--- src/rtl/uart_rx_pkg.sv ---
// Shared types and constants for the UART receive frame controller and its FIFO.
package uart_rx_pkg;

  typedef enum logic [1:0] {
    IDLE  = 2'd0,
    BUSY  = 2'd1,
    APPLY = 2'd2
  } rx_state_e;

  localparam logic [5:0] RESET_PRESCALE      = 6'd16;
  localparam logic       RESET_PARITY_ENABLE = 1'b0;
  localparam logic       RESET_PARITY_TYPE   = 1'b0;

  // Payload width of a buffered entry; the controller's DATA_WIDTH must equal this.
  localparam int RX_DATA_WIDTH = 8;

  typedef struct packed {
    logic                     frame_error;
    logic                     parity_error;
    logic [RX_DATA_WIDTH-1:0] data;
  } rx_entry_t;

  localparam int ENTRY_W = $bits(rx_entry_t);

  function automatic int frame_cnt_width(input int data_width);
    return $clog2(63 * (data_width + 3) + 1);
  endfunction

endpackage

--- src/rtl/uart_rx_frame_fifo.sv ---
// Show-ahead receive FIFO with a registered head entry and sticky overrun detection.
module uart_rx_frame_fifo
  import uart_rx_pkg::*;
#(
  parameter int DEPTH = 4
) (
  input  logic                       UCLK,
  input  logic                       reset,
  input  logic                       wr_en,
  input  logic [ENTRY_W-1:0]         wr_entry,
  input  logic                       rd_en,
  input  logic                       clr_overrun,
  output logic [ENTRY_W-1:0]         head,
  output logic                       empty,
  output logic                       full,
  output logic [$clog2(DEPTH):0]     level,
  output logic                       overrun
);

  localparam int AW = $clog2(DEPTH);
  localparam int LW = AW + 1;

  rx_entry_t       mem_q [DEPTH];
  rx_entry_t       head_q, head_d, wr_e;
  logic [AW-1:0]   wr_ptr_q, rd_ptr_q, rd_next;
  logic [LW-1:0]   level_q, level_d;
  logic            overrun_q, overrun_d;
  logic            do_push, do_pop, overrun_set;

  assign wr_e        = rx_entry_t'(wr_entry);
  assign empty       = (level_q == '0);
  assign full        = (level_q == LW'(DEPTH));
  assign do_pop      = rd_en & ~empty;
  assign do_push     = wr_en & (~full | do_pop);
  assign overrun_set = wr_en & full & ~do_pop;
  assign rd_next     = rd_ptr_q + 1'b1;

  // With a single entry left, the following head is the one being written this cycle.
  always_comb begin
    level_d = level_q;
    case ({do_push, do_pop})
      2'b10:   level_d = level_q + 1'b1;
      2'b01:   level_d = level_q - 1'b1;
      default: level_d = level_q;
    endcase

    head_d = head_q;
    if (do_pop) begin
      if (level_q == LW'(1)) begin
        if (do_push) head_d = wr_e;
      end else begin
        head_d = mem_q[rd_next];
      end
    end else if (do_push && empty) begin
      head_d = wr_e;
    end

    overrun_d = overrun_q;
    if (overrun_set)      overrun_d = 1'b1;
    else if (clr_overrun) overrun_d = 1'b0;
  end

  always_ff @(posedge UCLK) begin
    if (reset) begin
      wr_ptr_q  <= '0;
      rd_ptr_q  <= '0;
      level_q   <= '0;
      head_q    <= '0;
      overrun_q <= 1'b0;
    end else begin
      if (do_push) wr_ptr_q <= wr_ptr_q + 1'b1;
      if (do_pop)  rd_ptr_q <= rd_next;
      level_q   <= level_d;
      head_q    <= head_d;
      overrun_q <= overrun_d;
    end
  end

  always_ff @(posedge UCLK) begin
    if (do_push) mem_q[wr_ptr_q] <= wr_e;
  end

  assign head    = head_q;
  assign level   = level_q;
  assign overrun = overrun_q;

endmodule

--- src/rtl/uart_rx_frame_controller.sv ---
// Receiver sequencer: applies configuration between frames, tracks frame activity,
// buffers completed frames and drives the bus-side interrupt.
module uart_rx_frame_controller
  import uart_rx_pkg::*;
#(
  parameter int DATA_WIDTH = RX_DATA_WIDTH,
  parameter int DEPTH      = 4
) (
  input  logic                    UCLK,
  input  logic                    reset,
  input  logic [5:0]              cfg_prescale,
  input  logic                    cfg_parity_enable,
  input  logic                    cfg_parity_type,
  input  logic                    cfg_write,
  input  logic                    serial_data_in,
  input  logic                    rx_data_valid,
  input  logic [DATA_WIDTH-1:0]   rx_parallel_data,
  input  logic                    rx_parity_error,
  input  logic                    rx_frame_error,
  output logic [5:0]              rx_prescale,
  output logic                    rx_parity_enable,
  output logic                    rx_parity_type,
  input  logic                    rd_en,
  output logic [DATA_WIDTH-1:0]   rd_data,
  output logic                    rd_parity_error,
  output logic                    rd_frame_error,
  output logic                    empty,
  output logic                    full,
  output logic [$clog2(DEPTH):0]  level,
  output logic                    busy,
  output logic                    cfg_pending,
  output logic                    overrun,
  input  logic                    clr_overrun,
  input  logic                    irq_en,
  output logic                    irq
);

  localparam int CW = frame_cnt_width(DATA_WIDTH);

  rx_state_e       state_q, state_d;
  logic [CW-1:0]   cnt_q, cnt_d, frame_bits, frame_load;
  logic            line_q, start_edge;
  logic [5:0]      prescale_q, pend_prescale_q;
  logic            par_en_q, par_type_q, pend_par_en_q, pend_par_type_q, pending_q;
  logic            irq_q, apply_cfg, load_cnt;
  rx_entry_t       push_entry, head;

  assign start_edge = line_q & ~serial_data_in;
  assign frame_bits = CW'(DATA_WIDTH + 2) + CW'(par_en_q);
  assign frame_load = CW'(prescale_q) * frame_bits - CW'(1);

  always_ff @(posedge UCLK) begin
    if (reset) state_q <= IDLE;
    else       state_q <= state_d;
  end

  always_comb begin
    state_d = state_q;
    case (state_q)
      IDLE: begin
        if (start_edge)     state_d = BUSY;
        else if (pending_q) state_d = APPLY;
      end
      BUSY:    if (cnt_q == '0) state_d = IDLE;
      APPLY:   state_d = IDLE;
      default: state_d = IDLE;
    endcase
  end

  // Settings are copied on the transition into APPLY so they are visible during it.
  always_comb begin
    busy      = (state_q == BUSY);
    apply_cfg = (state_q == IDLE) && (state_d == APPLY);
    load_cnt  = (state_q == IDLE) && (state_d == BUSY);
  end

  always_comb begin
    cnt_d = cnt_q;
    if (load_cnt)                 cnt_d = frame_load;
    else if (busy && cnt_q != '0) cnt_d = cnt_q - 1'b1;
  end

  always_ff @(posedge UCLK) begin
    if (reset) begin
      line_q          <= 1'b1;
      cnt_q           <= '0;
      prescale_q      <= RESET_PRESCALE;
      par_en_q        <= RESET_PARITY_ENABLE;
      par_type_q      <= RESET_PARITY_TYPE;
      pend_prescale_q <= RESET_PRESCALE;
      pend_par_en_q   <= RESET_PARITY_ENABLE;
      pend_par_type_q <= RESET_PARITY_TYPE;
      pending_q       <= 1'b0;
      irq_q           <= 1'b0;
    end else begin
      line_q <= serial_data_in;
      cnt_q  <= cnt_d;
      if (apply_cfg) begin
        prescale_q <= pend_prescale_q;
        par_en_q   <= pend_par_en_q;
        par_type_q <= pend_par_type_q;
      end
      if (cfg_write) begin
        pend_prescale_q <= cfg_prescale;
        pend_par_en_q   <= cfg_parity_enable;
        pend_par_type_q <= cfg_parity_type;
        pending_q       <= 1'b1;
      end else if (apply_cfg) begin
        pending_q <= 1'b0;
      end
      irq_q <= (irq_en & ~empty) | overrun;
    end
  end

  assign push_entry = '{frame_error: rx_frame_error, parity_error: rx_parity_error,
                        data: rx_parallel_data};

  uart_rx_frame_fifo #(
    .DEPTH(DEPTH)
  ) u_fifo (
    .UCLK        (UCLK),
    .reset       (reset),
    .wr_en       (rx_data_valid),
    .wr_entry    (push_entry),
    .rd_en       (rd_en),
    .clr_overrun (clr_overrun),
    .head        (head),
    .empty       (empty),
    .full        (full),
    .level       (level),
    .overrun     (overrun)
  );

  assign rx_prescale      = prescale_q;
  assign rx_parity_enable = par_en_q;
  assign rx_parity_type   = par_type_q;
  assign cfg_pending      = pending_q;
  assign rd_data          = head.data;
  assign rd_parity_error  = head.parity_error;
  assign rd_frame_error   = head.frame_error;
  assign irq              = irq_q;

endmodule
--- config.mk ---
export PLATFORM = sky130hd
export DESIGN_NAME = uart_rx_frame_controller
export DESIGN_NICKNAME = d
export VERILOG_FILES = /design/src/rtl/uart_rx_pkg.sv /design/src/rtl/uart_rx_frame_fifo.sv /design/src/rtl/uart_rx_frame_controller.sv
export SDC_FILE = /design/constraint.sdc
export NUM_CORES = 1
export LEC_CHECK = 0
export CAP_MARGIN = 20
export CORE_MARGIN = 2
export CORE_UTILIZATION = 50
export DETAILED_ROUTE_END_ITERATION = 10
export PLACE_DENSITY = 0.84
export SLEW_MARGIN = 20
export SYNTH_ARGS = -nofsm -noshare
export SYNTH_HDL_FRONTEND = slang
export SYNTH_SLANG_ARGS = --single-unit
--- constraint.sdc ---
create_clock -name UCLK -period 4.36 [get_ports UCLK]
set_clock_uncertainty 0.2 [all_clocks]
set_input_delay 0.654 -clock UCLK [delete_from_list [all_inputs] [get_ports UCLK]]
set_output_delay 0.654 -clock UCLK [all_outputs]
set_load 0.01 [all_outputs]
==> results.py, run 1 <==
metrics = {
    "global_routing": {
        "antenna_found_initial": 0,
        "grt_pass1_vias": 3215,
        "grt_pass1_wl_um": 15300,
        "grt_max_degree": 25,
        "grt_overflow": 0,
        "grt_usage_pct": 20.1,
    },
    "clocking": {
        "cts_sinks": 89,
        "clock_latency_ns": 0.36,
        "ctsRootBufferMaster": "clkbuf_8",
        "cts.path.max_buffers": 2,
        "cts-buffers-inserted": 9,
        "cts_tree": "yes",
        "cts_setup_buffers": 0,
        "postCtsHoldBufs": 0,
        "htree_levels": 3,
        "clk_pin_slew_ns": 0.10,
        "ctsResizeCount": 0,
    },
    "routing": {
        "routed_wl_um": 9150,
        "vias": 3118,
        "viasPerCell": 5.48,
        "drc": 0,
        "route.antenna.remaining_nets": 0,
        "firstDrtPassIters": 4,
        "wl_per_cell_um": 16.1,
        "drt-initial-drc-count": 119,
    },
    "finish": {
        "nets": 517,
        "drive_above_1_share_pct": 8.03,
        "final_common_cell": "clkdlybuf4s50_1",
        "diodes": 0,
        "fin_util_pct": 61.0,
        "syn2layout_area_growth_pct": 18.7,
        "final_cell_mix": "clkdlybuf4s50_1, nor2_1, dfxtp_1",
    },
    "yosys": {
        "synthesis.area_um2": 4490,
        "ys_seq_area_share_pct": 48.6,
        "synth_flop_cell": "dfxtp_1",
        "ys_ff_latch": 89,
        "synth_adder_area_share_pct": 11.3,
        "synthCells": 405,
        "synth_warnings": 0,
        "synth-edff-count": 40,
        "synth_top_family_by_area": "simple AND/OR/NAND/NOR gates",
        "avgSynthCellArea_um2": 11.1,
        "ys_types": 52,
        "yosys-mux-area-fraction_pct": 11.3,
        "synth_xor_area_share_pct": 2.15,
        "ys_async_sr_fraction_pct": 0,
        "synth_compound_area_share_pct": 9.85,
        "synthSimpleGateAreaFrac_pct": 11.9,
        "synth_nets": 466,
    },
    "floorplanning": {
        "ios": 53,
        "rows": 34,
        "die_y_um": 98.7,
        "die-area_um2": 9740,
        "initial_core_util_pct": 51.4,
        "die_w_um": 98.7,
        "core-area_um2": 8720,
    },
    "power_and_ir_drop": {
        "cellInternalPower_mw": 1.64,
        "swShare_pct": 33.2,
        "leakage_nw": 2.21,
        "power_frac_seq_pct": 44.2,
        "p_per_area_nw_per_um2": 460,
        "p_comb_share_pct": 30.9,
        "pwr-share-clk_pct": 24.9,
        "p_switching_mw": 0.813,
        "vdd_drop_max_mv": 0.292,
    },
    "status": {
        "status": "finished, final reports clean",
    },
    "timing": {
        "period_minus_slack_ns": 3.70,
        "hold_viol": 0,
        "setup-tns-final_ns": 0,
        "maxSlewHeadroom_pct": 36.3,
        "worst_pin_slew_ns": 0.953,
        "maxSlewViolCount": 0,
        "rsz0062_at_grt": "false",
        "fin_crit_sh_pct": 84.8,
        "setup_violations": 0,
        "max_freq_ghz": 0.270,
        "fin_ws_ns": 0.663,
    },
    "worst_setup_path": {
        "cp-end-kind": "register",
        "crit_type": "register to register",
        "crit_start": "rx_parity_enable",
        "reg2regPathDepth": 14,
        "crit_slowest_cell": "fa_1",
        "start_kind": "register",
        "arrival_ns": 3.73,
        "crit_chain": "inv_1 -> nor2_1 -> ha_1 -> ha_1 -> inv_1 -> fa_1 -> inv_1 -> ha_1 -> a21o_1 -> a21oi_1 -> o21ai_0 -> a31oi_1 -> mux2i_1 -> o21ai_0",
        "crit_required_ns": 4.39,
        "critPathMaxStageDelay_ns": 0.59,
        "worst-path-buf-inv": 3,
        "r2r-start": "rx_parity_enable",
        "critical_path.top_delay_family": "adder cells",
        "worst-path-stages": 14,
        "worst-path-max-fanout": 6,
    },
    "placed_design": {
        "io_buffers": 52,
        "dp_slack_ns": 0.782,
        "dpl.hpwl_um": 6590,
        "gp_congestion": 0.856,
    },
    "flow_run": {
        "drv_cap": 0,
    },
    "hold_path": {
        "whs_path_depth": 2,
        "hp-class": "register to register",
        "min-delay-start": "cnt_q[3]",
    },
}
-- sequential cells by signal (all words and copies together), names as in the netlist, 2 cells and up --
| name | flops |
|---|---|
| u_fifo.head | 10 |
| pend_prescale_q | 6 |
| u_fifo.mem_q | 40 |
| u_fifo.wr_ptr_q | 2 |
| u_fifo.level | 3 |
| state_q | 2 |
| cnt_q | 10 |
| rx_prescale | 6 |
| u_fifo.rd_ptr_q | 2 |
-- metrics by stage --
| stage | cell area, um^2 | hold slack (ns) | cells | total power [mW] |
|---|---|---|---|---|
| 3_3_place_gp | 5100 | 0.269 | 553 | 1.82 |
| 6_report | 5320 | 0.301 | 569 | 2.45 |
| 2_1_floorplan | 4490 | 0.256 | 405 | 1.59 |
| 4_1_cts | 5320 | 0.297 | 569 | 2.48 |
| 3_5_place_dp | 5100 | 0.282 | 553 | 1.86 |
| 5_1_grt | 5320 | 0.325 | 569 | 2.59 |
-- synthesized netlist by cell type (5+ instances only) --
| cell | count | share of area (%) |
|---|---|---|
| clkbuf_1 | 9 | 0.75 |
| mux4_2 | 10 | 5.0 |
| fa_1 | 9 | 4.0 |
| a211oi_1 | 10 | 1.7 |
| and2_1 | 6 | 0.84 |
| inv_1 | 43 | 3.6 |
| edfxtp_1 | 40 | 27 |
| xnor2_1 | 5 | 0.98 |
| ha_1 | 26 | 7.3 |
| nand3_1 | 5 | 0.56 |
| a21oi_1 | 18 | 2.0 |
| dfxtp_1 | 49 | 22 |
| nand2_1 | 16 | 1.3 |
| nor2_1 | 49 | 4.1 |
| nor3_1 | 6 | 0.67 |
| o21ai_0 | 17 | 1.9 |
| mux2i_1 | 28 | 6.2 |
| xor2_1 | 6 | 1.2 |
-- layer usage --
metal	global-route usage (%)	up-vias	part of all wire (%)
met1	24.0	1510	41
met2	35.8	65	53
met4	7.48	0	1.3
met5	0	-	0
li1	-	1530	-
met3	4.33	13	4.6
-- area by class of cell --
type,count,area (um^2)
fillers,716,3400
flip-flops and latches,89,2180
clock inverters,7,95.1
inverters,43,161
well taps,108,135
clock buffers,9,124
multi-input cells,258,2080
repair buffers,55,543
-- worst paths after layout --
path / to / slack (ns)
min reg2reg: cnt_q[3] / 0.30
max reg2reg: cnt_q[9] / 0.66
max: cnt_q[9] / 0.66
min: cnt_q[3] / 0.30
-- power groups by stage --
stage | logic (mW) | clock network (mW) | registers (mW)
6_report | 0.756 | 0.610 | 1.08
5_1_grt | 0.836 | 0.654 | 1.10
4_1_cts | 0.761 | 0.631 | 1.09
3_5_place_dp | 0.756 | 0 | 1.11
3_3_place_gp | 0.727 | 0 | 1.10
2_1_floorplan | 0.502 | 0 | 1.08
-- worst min-delay path, delay by kind of cell (launching register included) --
family	cells	cell delay (ns)
DFF	1	0.36
and+or+nand+nor	2	0.11
-- logic make-up after synthesis --
group                    Yosys count
AND/OR/NAND/NOR                  105
AO/OA/AOI/OAI                     69
multiplexers                      38
adder cells (fa/ha/maj)           35
buffers and inverters             58
flip-flops                        89
XOR/XNOR                          11
(Power assumes the default switching activity.)
==> inputs of run 2 (changes only) <==
PLACE_DENSITY = 0.86   (was 0.84)
clock period = 3.2 ns   (was 4.36 ns; I/O delays follow)
==> run 2 against run 1 <==
Clock-buffer cell count unchanged. Worst setup slack got worse by 0.61 ns. Via count is 2.6% higher. Wire length barely moved. Register-to-register slack worse by 0.61 ns. Maximum frequency is 18% higher. Cell count up 3.0%. Sequential share of layout area decreased by 1.4 points. Sequential cell count is the same. Clock power rose by 16%. Global-route usage fell by 0.43 points. Largest cell class is now multi-input gates.
==> results.py, run 2 (synthesis results as in run 1) <==
metrics = {
    "worst_setup_path": {
        "crit_type": "register to register",
        "worst-path-max-fanout": 5,
        "start_kind": "register",
        "cp-end-kind": "register",
        "arrival_ns": 3.23,
        "reg2regPathDepth": 15,
        "crit_required_ns": 3.29,
    },
    "floorplanning": {
        "die-area_um2": 9740,
        "die_y_um": 98.7,
        "core-area_um2": 8720,
        "rows": 34,
        "initial_core_util_pct": 51.4,
        "die_w_um": 98.7,
        "ios": 53,
    },
    "timing": {
        "fin_crit_sh_pct": 98.3,
        "fin_ws_ns": 0.0560,
        "whs_ns": 0.304,
        "setup_violations": 0,
        "maxSlewViolCount": 0,
        "maxSlewHeadroom_pct": 50.7,
        "hold_viol": 0,
        "max_freq_ghz": 0.318,
        "period_minus_slack_ns": 3.14,
        "setup-tns-final_ns": 0,
        "rsz0062_at_grt": "true",
        "worst_pin_slew_ns": 0.738,
    },
    "global_routing": {
        "grt_overflow": 0,
        "antenna_found_initial": 0,
        "grt_pass1_vias": 3306,
        "grt_pass1_wl_um": 15200,
        "grt_usage_pct": 19.7,
        "grt_max_degree": 21,
    },
    "power_and_ir_drop": {
        "vdd_drop_max_mv": 0.430,
        "cellInternalPower_mw": 2.15,
        "p_per_area_nw_per_um2": 587,
        "p_comb_share_pct": 32.8,
        "p_switching_mw": 1.09,
        "leakage_nw": 2.28,
        "pwr-share-clk_pct": 21.8,
        "power_frac_seq_pct": 45.4,
        "swShare_pct": 33.7,
    },
    "clocking": {
        "cts.path.max_buffers": 2,
        "cts_tree": "yes",
        "clk_pin_slew_ns": 0.10,
        "postCtsHoldBufs": 0,
        "clock_latency_ns": 0.36,
        "htree_levels": 3,
        "ctsRootBufferMaster": "clkbuf_8",
        "cts-buffers-inserted": 9,
        "cts_sinks": 89,
    },
    "placed_design": {
        "dpl.hpwl_um": 6460,
        "gp_congestion": 0.852,
        "io_buffers": 52,
        "placed_cells": 566,
        "dp_slack_ns": -0.0828,
        "dpl_cell_area_um2": 5220,
    },
    "finish": {
        "nets": 534,
        "regMostFlops": "u_fifo.mem_q",
        "final_common_cell": "clkdlybuf4s50_1",
        "largest_reg_flops": 40,
        "syn2layout_area_growth_pct": 23.3,
        "diodes": 0,
        "instances_no_fill": 586,
        "drive_above_1_share_pct": 16.9,
        "final_area_um2": 5530,
        "final_cell_mix": "clkdlybuf4s50_1, nor2_1, dfxtp_1",
    },
    "routing": {
        "drt-initial-drc-count": 145,
        "viasPerCell": 5.46,
        "wl_per_cell_um": 15.6,
        "vias": 3200,
        "firstDrtPassIters": 4,
        "drc": 0,
        "route.antenna.remaining_nets": 0,
        "routed_wl_um": 9150,
    },
    "hold_path": {
        "hp-class": "register to register",
        "whs_path_depth": 2,
    },
    "status": {
        "status": "finished, final reports clean",
    },
    "flow_run": {
        "drv_cap": 0,
    },
}
-- run 2: cell count changes in the layout (fill, tap and decap cells not counted), sizes merged --
cell,delta
buf,+17
inv,-2
bufinv,-1
clkinv,+3
-- run 2: per-layer routing --
layer / part of all wire, % / global-route usage, % / up-vias
met5: 0 / 0 / -
met4: 1.7 / 7.06 / 0
met3: 4.5 / 4.33 / 14
met2: 52 / 35.2 / 88
met1: 42 / 23.4 / 1541
li1: - / - / 1557
-- run 2: layout make-up --
| class | count | area, um^2 |
|---|---|---|
| Timing Repair Buffer | 72 | 671 |
| Fill cell | 645 | 3190 |
| Inverter | 43 | 164 |
| Tap cell | 108 | 135 |
| Sequential cell | 89 | 2190 |
| Clock buffer | 9 | 124 |
| Clock inverter | 7 | 52.6 |
| Multi-Input combinational cell | 258 | 2190 |
-- run 2: final timing paths --
path / from / to / slack [ns]
hold / removal: pend_par_en_q / pend_par_en_q / 0.30
setup / recovery: rx_parity_enable / cnt_q[8] / 0.06
setup reg to reg: rx_parity_enable / cnt_q[8] / 0.06
hold reg to reg: pend_par_en_q / pend_par_en_q / 0.30
-- run 2: what timing repair did --
action,4_1_cts,5_1_grt
hold endpoints to repair,0,0
resized for setup,8,22
buffers inserted,2,2
pin swaps,8,19
endpoints found under the setup margin,4,6
gates cloned,0,0
-- run 2: metrics by stage --
| step | util [%] | power, mW |
|---|---|---|
| CTS | 62.3 | 3.25 |
| global placement | 59.9 | 2.50 |
| global route | 63.4 | 3.44 |
| detailed placement | 59.9 | 2.54 |
| floorplan | - | 2.16 |
| finish | 63.4 | 3.25 |
-- run 2: worst max-delay path: stages, from the launching register on --
cell and delay, ns:
dfxtp_2 0.37, inv_4 0.05, nor2_4 0.13, ha_4 0.22, ha_4 0.26, inv_2 0.03, fa_1 0.44, buf_4 0.14
buf_4 0.13, fa_2 0.39, nor2b_2 0.15, nor3_2 0.06, o21bai_1 0.12, a21oi_1 0.09, xor2_1 0.14, a21oi_1 0.14
-- run 2: power by group through the flow --
| stage | Sequential (mW) | Clock (mW) | Combinational [mW] |
|---|---|---|---|
| 2_1_floorplan | 1.48 | 0 | 0.687 |
| 3_3_place_gp | 1.49 | 0 | 1.01 |
| 3_5_place_dp | 1.50 | 0 | 1.04 |
| 4_1_cts | 1.48 | 0.722 | 1.05 |
| 5_1_grt | 1.50 | 0.774 | 1.17 |
| 6_report | 1.47 | 0.709 | 1.06 |
